<file path="src/rtl/wb_arbiter.sv">
// Register-file write-port arbiter: MEM/WB pipeline writes win, NPU results queue in a small FIFO.
// Latency: a selected write appears on WR/WD/RegWrite one cycle later; NPU results take at least 2 cycles.
// Backpressure: npu_ready drops when the FIFO is full; stall freezes MEM/WB for one cycle to force a drain.
module wb_arbiter #(
  parameter int DEPTH   = 4,
  parameter int AGE_MAX = 8
) (
  input  logic                     clk_50,
  input  logic                     rst,
  input  logic                     wb_we,
  input  logic [4:0]               wb_rd,
  input  logic [31:0]              wb_data,
  input  logic                     npu_valid,
  input  logic [4:0]               npu_rd,
  input  logic [31:0]              npu_data,
  output logic                     npu_ready,
  output logic [4:0]               WR,
  output logic [31:0]              WD,
  output logic                     RegWrite,
  output logic                     stall,
  output logic [$clog2(DEPTH):0]   fifo_count
);

  localparam int PW = $clog2(DEPTH);
  localparam int CW = PW + 1;
  localparam int AW = (AGE_MAX > 1) ? $clog2(AGE_MAX) : 1;
  localparam logic [AW-1:0] AGE_TOP = AW'(AGE_MAX - 1);

  typedef enum logic {S_RUN, S_DRAIN} state_t;

  state_t           r_state;
  state_t           w_state_nxt;
  logic [4:0]       r_rd   [DEPTH];
  logic [31:0]      r_data [DEPTH];
  logic [DEPTH-1:0] r_sq;
  logic [PW-1:0]    r_wptr;
  logic [PW-1:0]    r_rptr;
  logic [CW-1:0]    r_count;
  logic [AW-1:0]    r_age;
  logic [4:0]       r_wr;
  logic [31:0]      r_wd;
  logic             r_we;

  logic w_full;
  logic w_empty;
  logic w_push;
  logic w_pop;
  logic w_pipe_sel;

  assign w_full     = (r_count == CW'(DEPTH));
  assign w_empty    = (r_count == '0);
  assign npu_ready  = !rst && !w_full;
  // x0 results are accepted (handshake completes) but never occupy a slot
  assign w_push     = npu_valid && npu_ready && (npu_rd != 5'd0);
  assign stall      = (r_state == S_DRAIN);
  assign fifo_count = r_count;
  assign WR         = r_wr;
  assign WD         = r_wd;
  assign RegWrite   = r_we;

  // State register: DRAIN lasts exactly one cycle
  always_ff @(posedge clk_50 or posedge rst) begin
    if (rst) r_state <= S_RUN;
    else     r_state <= w_state_nxt;
  end

  // Source selection and next state; DRAIN ignores wb_we because MEM/WB re-presents it afterwards
  always_comb begin
    w_state_nxt = r_state;
    w_pipe_sel  = 1'b0;
    w_pop       = 1'b0;
    case (r_state)
      S_RUN: begin
        w_pipe_sel = wb_we && (wb_rd != 5'd0);
        w_pop      = !w_pipe_sel && !w_empty;
        if ((r_age == AGE_TOP && !w_empty) || (w_full && w_pipe_sel))
          w_state_nxt = S_DRAIN;
      end
      default: begin
        w_pop       = !w_empty;
        w_state_nxt = S_RUN;
      end
    endcase
  end

  // Payload storage; slots are only read after being written, so no reset is needed
  always_ff @(posedge clk_50) begin
    if (w_push) begin
      r_rd[r_wptr]   <= npu_rd;
      r_data[r_wptr] <= npu_data;
    end
  end

  // Squash flags: a selected pipeline write makes any queued (or just-arriving) result to the same rd stale
  always_ff @(posedge clk_50 or posedge rst) begin
    if (rst) begin
      r_sq <= '0;
    end else begin
      for (int i = 0; i < DEPTH; i++) begin
        if (w_pipe_sel && (r_rd[i] == wb_rd)) r_sq[i] <= 1'b1;
      end
      if (w_push) r_sq[r_wptr] <= w_pipe_sel && (npu_rd == wb_rd);
    end
  end

  // Pointers and occupancy; pointers wrap naturally since DEPTH is a power of two
  always_ff @(posedge clk_50 or posedge rst) begin
    if (rst) begin
      r_wptr  <= '0;
      r_rptr  <= '0;
      r_count <= '0;
    end else begin
      if (w_push) r_wptr <= r_wptr + PW'(1);
      if (w_pop)  r_rptr <= r_rptr + PW'(1);
      r_count <= r_count + CW'(w_push) - CW'(w_pop);
    end
  end

  // Head age: counts starved cycles, saturating at the value that forces a drain
  always_ff @(posedge clk_50 or posedge rst) begin
    if (rst)                   r_age <= '0;
    else if (w_pop || w_empty) r_age <= '0;
    else if (r_age != AGE_TOP) r_age <= r_age + AW'(1);
  end

  // Registered write port; address/data hold when nothing is written
  always_ff @(posedge clk_50 or posedge rst) begin
    if (rst) begin
      r_wr <= '0;
      r_wd <= '0;
      r_we <= 1'b0;
    end else if (w_pipe_sel) begin
      r_wr <= wb_rd;
      r_wd <= wb_data;
      r_we <= 1'b1;
    end else if (w_pop && !r_sq[r_rptr]) begin
      r_wr <= r_rd[r_rptr];
      r_wd <= r_data[r_rptr];
      r_we <= 1'b1;
    end else begin
      r_we <= 1'b0;
    end
  end

endmodule

</file>
<file path="config.mk">
export PLATFORM = sky130hd
export DESIGN_NAME = wb_arbiter
export DESIGN_NICKNAME = d
export VERILOG_FILES = /design/src/rtl/wb_arbiter.sv
export SDC_FILE = /design/constraint.sdc
export NUM_CORES = 1
export LEC_CHECK = 0
export CAP_MARGIN = 5
export CORE_AREA = 2 2 158 114
export CTS_CLUSTER_SIZE = 24
export DETAILED_ROUTE_END_ITERATION = 12
export DIE_AREA = 0 0 160 116
export PLACE_DENSITY = 0.82
export SKIP_CTS_REPAIR_TIMING = 1
export SYNTH_ARGS = -nofsm -noshare
export SYNTH_HDL_FRONTEND = slang
export SYNTH_SLANG_ARGS = --single-unit
export TNS_END_PERCENT = 10
</file>
<file path="constraint.sdc">
create_clock -name clk_50 -period 3.1 [get_ports clk_50]
set_input_delay 0.31 -clock clk_50 [delete_from_list [all_inputs] [get_ports clk_50]]
set_output_delay 0.31 -clock clk_50 [all_outputs]
set_load 0.05 [all_outputs]
</file>
# Yosys cells after proc, flatten, opt, wreduce, memory -nomap -nowiden

Memories as Yosys holds them, arrays and structs flattened.
Cells that the tools add are included.

Add/sub/neg operators: 5
Magnitude comparators: 3
Equality and inequality tests: 8
Muxes and demuxes: 24
Reductions and logical operators: 26

Operator list:

| operator                                                                     | number |
|---|---|
| 32-bit 2-to-1 mux                                                            | 2 |
| 5-bit equality test                                                          | 5 |
| 1-bit logical AND                                                            | 14 |
| 1-bit 2-to-1 mux                                                             | 14 |
| 5-bit 2-to-1 mux                                                             | 2 |
| 5-bit nonzero test                                                           | 2 |
| 3-bit equality test, second input constant                                   | 2 |
| 2-bit by 3-bit less-than comparator with 1-bit output, second input constant | 2 |
| 3-bit 2-to-1 mux                                                             | 2 |
| 1-bit zero test                                                              | 5 |
| 2-bit by 1-bit adder with 2-bit output, second input constant                | 2 |
| 4-bit bitwise mux                                                            | 1 |
| 4-bit 2-to-1 mux                                                             | 1 |
| 2-bit nonzero test                                                           | 2 |
| 3-bit by 1-bit adder with 3-bit output                                       | 1 |
| 3-bit by 1-bit adder with 3-bit output, second input constant                | 1 |
| 3-bit zero test                                                              | 1 |
| 3-bit != test, second input constant                                         | 1 |
| 3-bit by 1-bit subtractor with 3-bit output                                  | 1 |
| 1-bit binary-select mux with 2-bit select                                    | 1 |
| 1-bit demux with 2-bit select                                                | 1 |
| 2-bit by 1-bit >= comparator with 1-bit output, second input constant        | 1 |
| 1-bit logical OR                                                             | 2 |

Register bits after elaboration: 53
RAM bits: 148
Input port bits: 78
Word-level logic and storage cells: 77
Memories: 2

Memories:

| name   | words | width | read ports | clocked after Yosys merged registers in | write ports | RTL line | source |
|---|---|---|---|---|---|---|---|
| r_data | 4     | 32    | 1          | 0                                       | 1           | 34       | `logic [31:0] r_data [DEPTH];` |
| r_rd   | 4     | 5     | 5          | 0                                       | 1           | 33       | `logic [4:0] r_rd [DEPTH];` |

# Logic depth before layout (Yosys ltp)

Depth in word-level cells: 8
Gate-level depth with buffers: 11
Depth with buffers taken out: 9

# Least setup slack after synthesis

Ideal clock, no wire load.

Path type: register -> register
Start: register r_count[2], in the netlist fifo_count[2]
End: memory r_data[0][0] (enable)
Library setup time: 435 ps
Data arrival time: 2797 ps
Data required time: 2665 ps
Slack: -132 ps
Stages on the path, launching flop included: 4
Path buffers: 0
Period minus slack after synthesis: 3232 ps
Cells stage by stage: dfrtp_1 -> nor3b_1 -> a211o_1 -> nor2_1

Cells in the longest elaborated chain, start to end: 7

RTL lines:

| what                                   | RTL line | source |
|---|---|---|
| start, declared                        | 38       | `logic [CW-1:0] r_count;` |
| start signal, assigned                 | 115      | `r_count <= r_count + CW'(w_push) - CW'(w_pop);` |
| 3-bit equality test                    | 50       | `assign w_full = (r_count == CW'(DEPTH));` |
| 1-bit zero test                        | 52       | `assign npu_ready = !rst && !w_full;` |
| 1-bit logical AND                      | 52       |  |
| 1-bit logical AND (2 in series)        | 54       | `assign w_push = npu_valid && npu_ready && (npu_rd != 5'd0);` |
| 1-bit 2-to-1 mux                       | 88       | `if (w_push) begin` |
| 1-bit 2-to-1 mux (not written as such) | 90       | `r_data[r_wptr] <= npu_data;` |
| end, declared                          | 34       |  |

No other way between the ends.

# Worst setup path in the final report

Start: input port npu_rd[2]
End: memory r_data[1][12] (enable)

Cells in the longest elaborated chain, start to end: 4

RTL lines:

| what                                   | RTL line | source |
|---|---|---|
| start, declared                        | 14       | `input logic [4:0] npu_rd,` |
| 5-bit nonzero test                     | 54       |  |
| 1-bit logical AND                      | 54       |  |
| 1-bit 2-to-1 mux                       | 88       |  |
| 1-bit 2-to-1 mux (not written as such) | 90       |  |

No other way between the ends.

==> out/results.env <==
RUN_STATUS='completed'
CRIT_PATH_MAX_FANOUT=27
CLOCK_TREE.HTREE_LEVEL_COUNT=1
SHARE_OF_THE_SYNTHESIZED_NETLIST_AREA_TAKEN_BY_XOR_AND_XNOR_GATES_PCT=3.30
FINALHOLDWORSTSLACK_NS=0.391
FINISH.INSTANCE_AREA_MM2=0.0104
RELSLEWSLACK_PCT=33.8
CLK_PIN_SLEW_NS=0.06
POSTSYNTHAREAPERCELL_UM2=16.3
IR_WORST_VDD_uV=639
DRTPASS1ITERATIONS=4
FINALMAXSLEWVIOLATIONS=0
POWER_FRAC_COMB_PCT=40.3
REQUIRED_TIME_WORST_ENDPOINT_NS=3.28
CLK_ROOT_BUFFER_CELL='sky130_fd_sc_hd__clkbuf_16'
MAIN_COMBINATIONAL_CELL_FAMILY_BY_AREA_AFTER_SYNTHESIS='multiplexers'
AVGROUTEDWIREPERCELL_UM=20.1
ROUTED_WL_MM=17.7
LAYOUT_COMMON_CELLS='sky130_fd_sc_hd__edfxtp_1 (148), sky130_fd_sc_hd__clkdlybuf4s50_1 (120), sky130_fd_sc_hd__nand2_1 (74)'
TOTAL_LEAKAGE_POWER_nW=3.66
CTS_MADE_BUFFERS=20
PERIOD_MINUS_SLACK_NS=2.51
HOLD_PATH_CLASS='in2reg'
MET3_LENGTH_MM=1.33
SYNTH-SIMPLE-AREA-SHARE_PCT=7.20
CLOCKPOWERSHARE_PCT=22.1
SYNTH_COMPOUND_GATE_AREA_SHARE_PCT=3.73
ANTENNA_VIOLATING_NETS_POST_ROUTE=0
AREA_GROWTH_SYN_TO_LAYOUT_PCT=26.0
FP.DIEAREA_MM2=0.0186
FIRST_GLOBAL_VIAS=5045
CRIT_PATH_END_KIND='flip-flop'
YS_ASYNC_SR_FRACTION_PCT=26.4
SYNTH.FF_LATCH_COUNT=201
SYNTH_SEQUENTIAL_AREA_RATIO_PCT=70.2
DETAILEDROUTE.FIRSTITERATIONVIOLATIONS=341
GLOBAL_ROUTE_WIRE_LENGTH_BEFORE_REPAIR_MM=28.1
ANTENNA_FOUND_INITIAL=1
LAYOUT-DRIVE-GT1-SHARE_PCT=16.0
FINAL-SEQ-AREA_MM2=0.00577
POSTSYNTHNETCOUNT=593
SYNTH-MAIN-FF-CELL='sky130_fd_sc_hd__edfxtp_1'
FP-ROW-COUNT=40
YOSYSWARNINGCOUNT=0
CHIPHEIGHT_UM=116
INTERNAL_POWER_SUMMED_OVER_ALL_CELLS_mW=6.26
WORST_R2R_PATH_DEPTH=4
WHS_ENDPOINT='WD[20]'
GR-USAGE-ALL-LAYERS_PCT=19.6
DR_WL_MET2_MM=8.47
INITIAL_CORE_UTIL_PCT=48.6
LAYOUT.FILLER_CELLS=1303
GP_ROUTABILITY_CONGESTION=0.799
POWER.SHARE.SEQUENTIAL_PCT=37.6
NUMCLOCKSINKS=201
R2R_START='fifo_count[2]'
DESIGN.PORTCOUNT=121
SYNTH_AREA_MM2=0.00822
DR.MAX_LAYER_USED='met4'
MOSTFREQUENTLAYOUTCELL='sky130_fd_sc_hd__edfxtp_1'
GRT_SETUP_UNREPAIRED='no'
CORE_MM2=0.0169
PORT_BUFFERS=120
FINALPOWER_mW=9.98
SETUP-VIOLATIONS-FINAL=0
WORST_PIN_SLEW_NS=0.990
DETAILROUTE.VIA_COUNT=4862
TIMING_HOLD_VIOLATIONS_FINAL=0
CP-START-KIND='primary input'
WORST_HOLD_STARTPOINT='wb_data[20]'
DRV_CAP=0
P_SW_SHARE_PCT=37.2
VIA_PER_INST=5.51
R2R_SETUP_SLACK_NS=0.63
WORST_SKEW_PAIR.LATE_LATENCY_NS=0.49
DRC=0
NUM-NETS-FINAL=725
YS_TYPES=38
P_SW_mW=3.71
CLOCK_TREE_FROM_TRITONCTS='done'
PLACE.DETAILED.HPWL_MM=11.5
PWR_DENSITY_CELL_mW_PER_MM2=963
WORST_EP_ARRIVAL_TIME_NS=2.69
GLOBALROUTEOVERFLOWTOTAL=0
SYNTHMUXAREASHARE_PCT=11.9
PLACED_CELL_AREA_MM2=0.00977
GRT_MAX_DEGREE=76
R2R_ENDPOINT='r_data[1][12]'
SYNTHCELLS=506
CLOCK_TREE.BUFFER_DEPTH=3
TIMING.HOLD.WORST_PATH_DEPTH=3
MAXCLOCKFREQUENCY_MHz=399
WL_MET1_MM=7.71
SETUP.WORST_PATH.CLASS='in2reg'
SYNTH-EDFF-COUNT=148
SYNTH-ADDER-AREA-SHARE_PCT=1.46
CLOCK_SKEW_NS=0.00671
LAYOUT_WORST_PATH_CYCLE_SHARE_PCT=80.9
DIE_W_UM=160
FOOTPRINT_OF_THE_MULTI_INPUT_GATES_MM2=0.00231
FIN_UTIL_PCT=61.3
-- cells by family (layout without fill, tap and decap cells) --
group	Yosys count	in the layout
simple gates	131	131
xor+xnor	31	31
buf+inv	38	183
other cells	0	1
compound gates	46	46
mux	50	50
fa+ha+maj	9	9
flops	201	201
-- registers in the layout, indices dropped and copies added (netlist names) --
register    count
r_age           3
fifo_count      3
RegWrite        1
WR              5
r_rd           20
r_data        128
r_wptr          2
WD             32
stall           1
r_sq            4
r_rptr          2
-- per-layer routing --
metal,up-vias,GRT usage [%]
met5,-,0
met1,2464,27.5
met2,182,32.2
li1,2196,-
met4,0,3.48
met3,20,4.87
-- power by group through the flow --
stage / Clock, mW / Combinational [mW] / Sequential (mW)
floorplan: 0 / 1.84 / 4.73
CTS: 2.25 / 4.08 / 3.75
global placement: 0 / 3.97 / 3.77
finish: 2.20 / 4.02 / 3.75
global route: 2.35 / 4.33 / 3.81
detailed placement: 0 / 4.06 / 3.80
-- worst max-delay path, stage by stage --
cell	delay [ns]
sky130_fd_sc_hd__clkdlybuf4s50_1	0.61
sky130_fd_sc_hd__nor4_1	0.16
sky130_fd_sc_hd__a211o_1	0.45
sky130_fd_sc_hd__nor2_4	0.78
sky130_fd_sc_hd__buf_4	0.36
-- how the worst max path moves through the flow --
stage / from / to / slack [ns] / cells after the start
finish: npu_rd[2] / r_data[1][12] / 0.59 / 5
global route: npu_rd[2] / fifo_count[2] / 0.40 / 10
CTS: npu_rd[2] / r_data[1][12] / 0.59 / 5
detailed placement: npu_rd[2] / r_data[1][3] / 0.1 / 5
global placement: npu_rd[2] / r_data[1][3] / 0.17 / 5
floorplan: fifo_count[2] / r_data[0][0] / -0.13 / 3
-- final cells by class --
cell class,instances,share of cell area [%]
sequential,201,55.7
clock inverter,11,0.555
timing repair buffer,141,13.2
inverter,7,0.254
multi-input combinational,267,22.3
tap,231,2.79
clock buffer,24,5.18
antenna,1,0.0241
-- Yosys cell counts, drive strengths merged, types with 2 or more instances --
cell type	count	share of area, %
xnor2	13	1.4
nor3b	2	0.24
nand2	74	3.4
clkbuf	9	0.41
inv	7	0.32
buf	22	1.5
nor3	41	2.6
dfrtp	53	16
nor2	7	0.44
a41oi	4	0.43
o21ai	7	0.61
edfxtp	148	54
mux4	38	10
ha	8	1.2
a31oi	32	2.4
xor2	18	1.9
mux2i	11	1.3
-- through the flow --
stage | setup TNS, ns | worst slack (ns) | instances
2_1_floorplan | -19.85 | -0.132 | 506
3_3_place_gp | 0 | 0.172 | 847
3_5_place_dp | 0 | 0.0954 | 847
4_1_cts | 0 | 0.588 | 882
5_1_grt | 0 | 0.400 | 882
6_report | 0 | 0.591 | 883
Power figures use the tool's default switching activity.
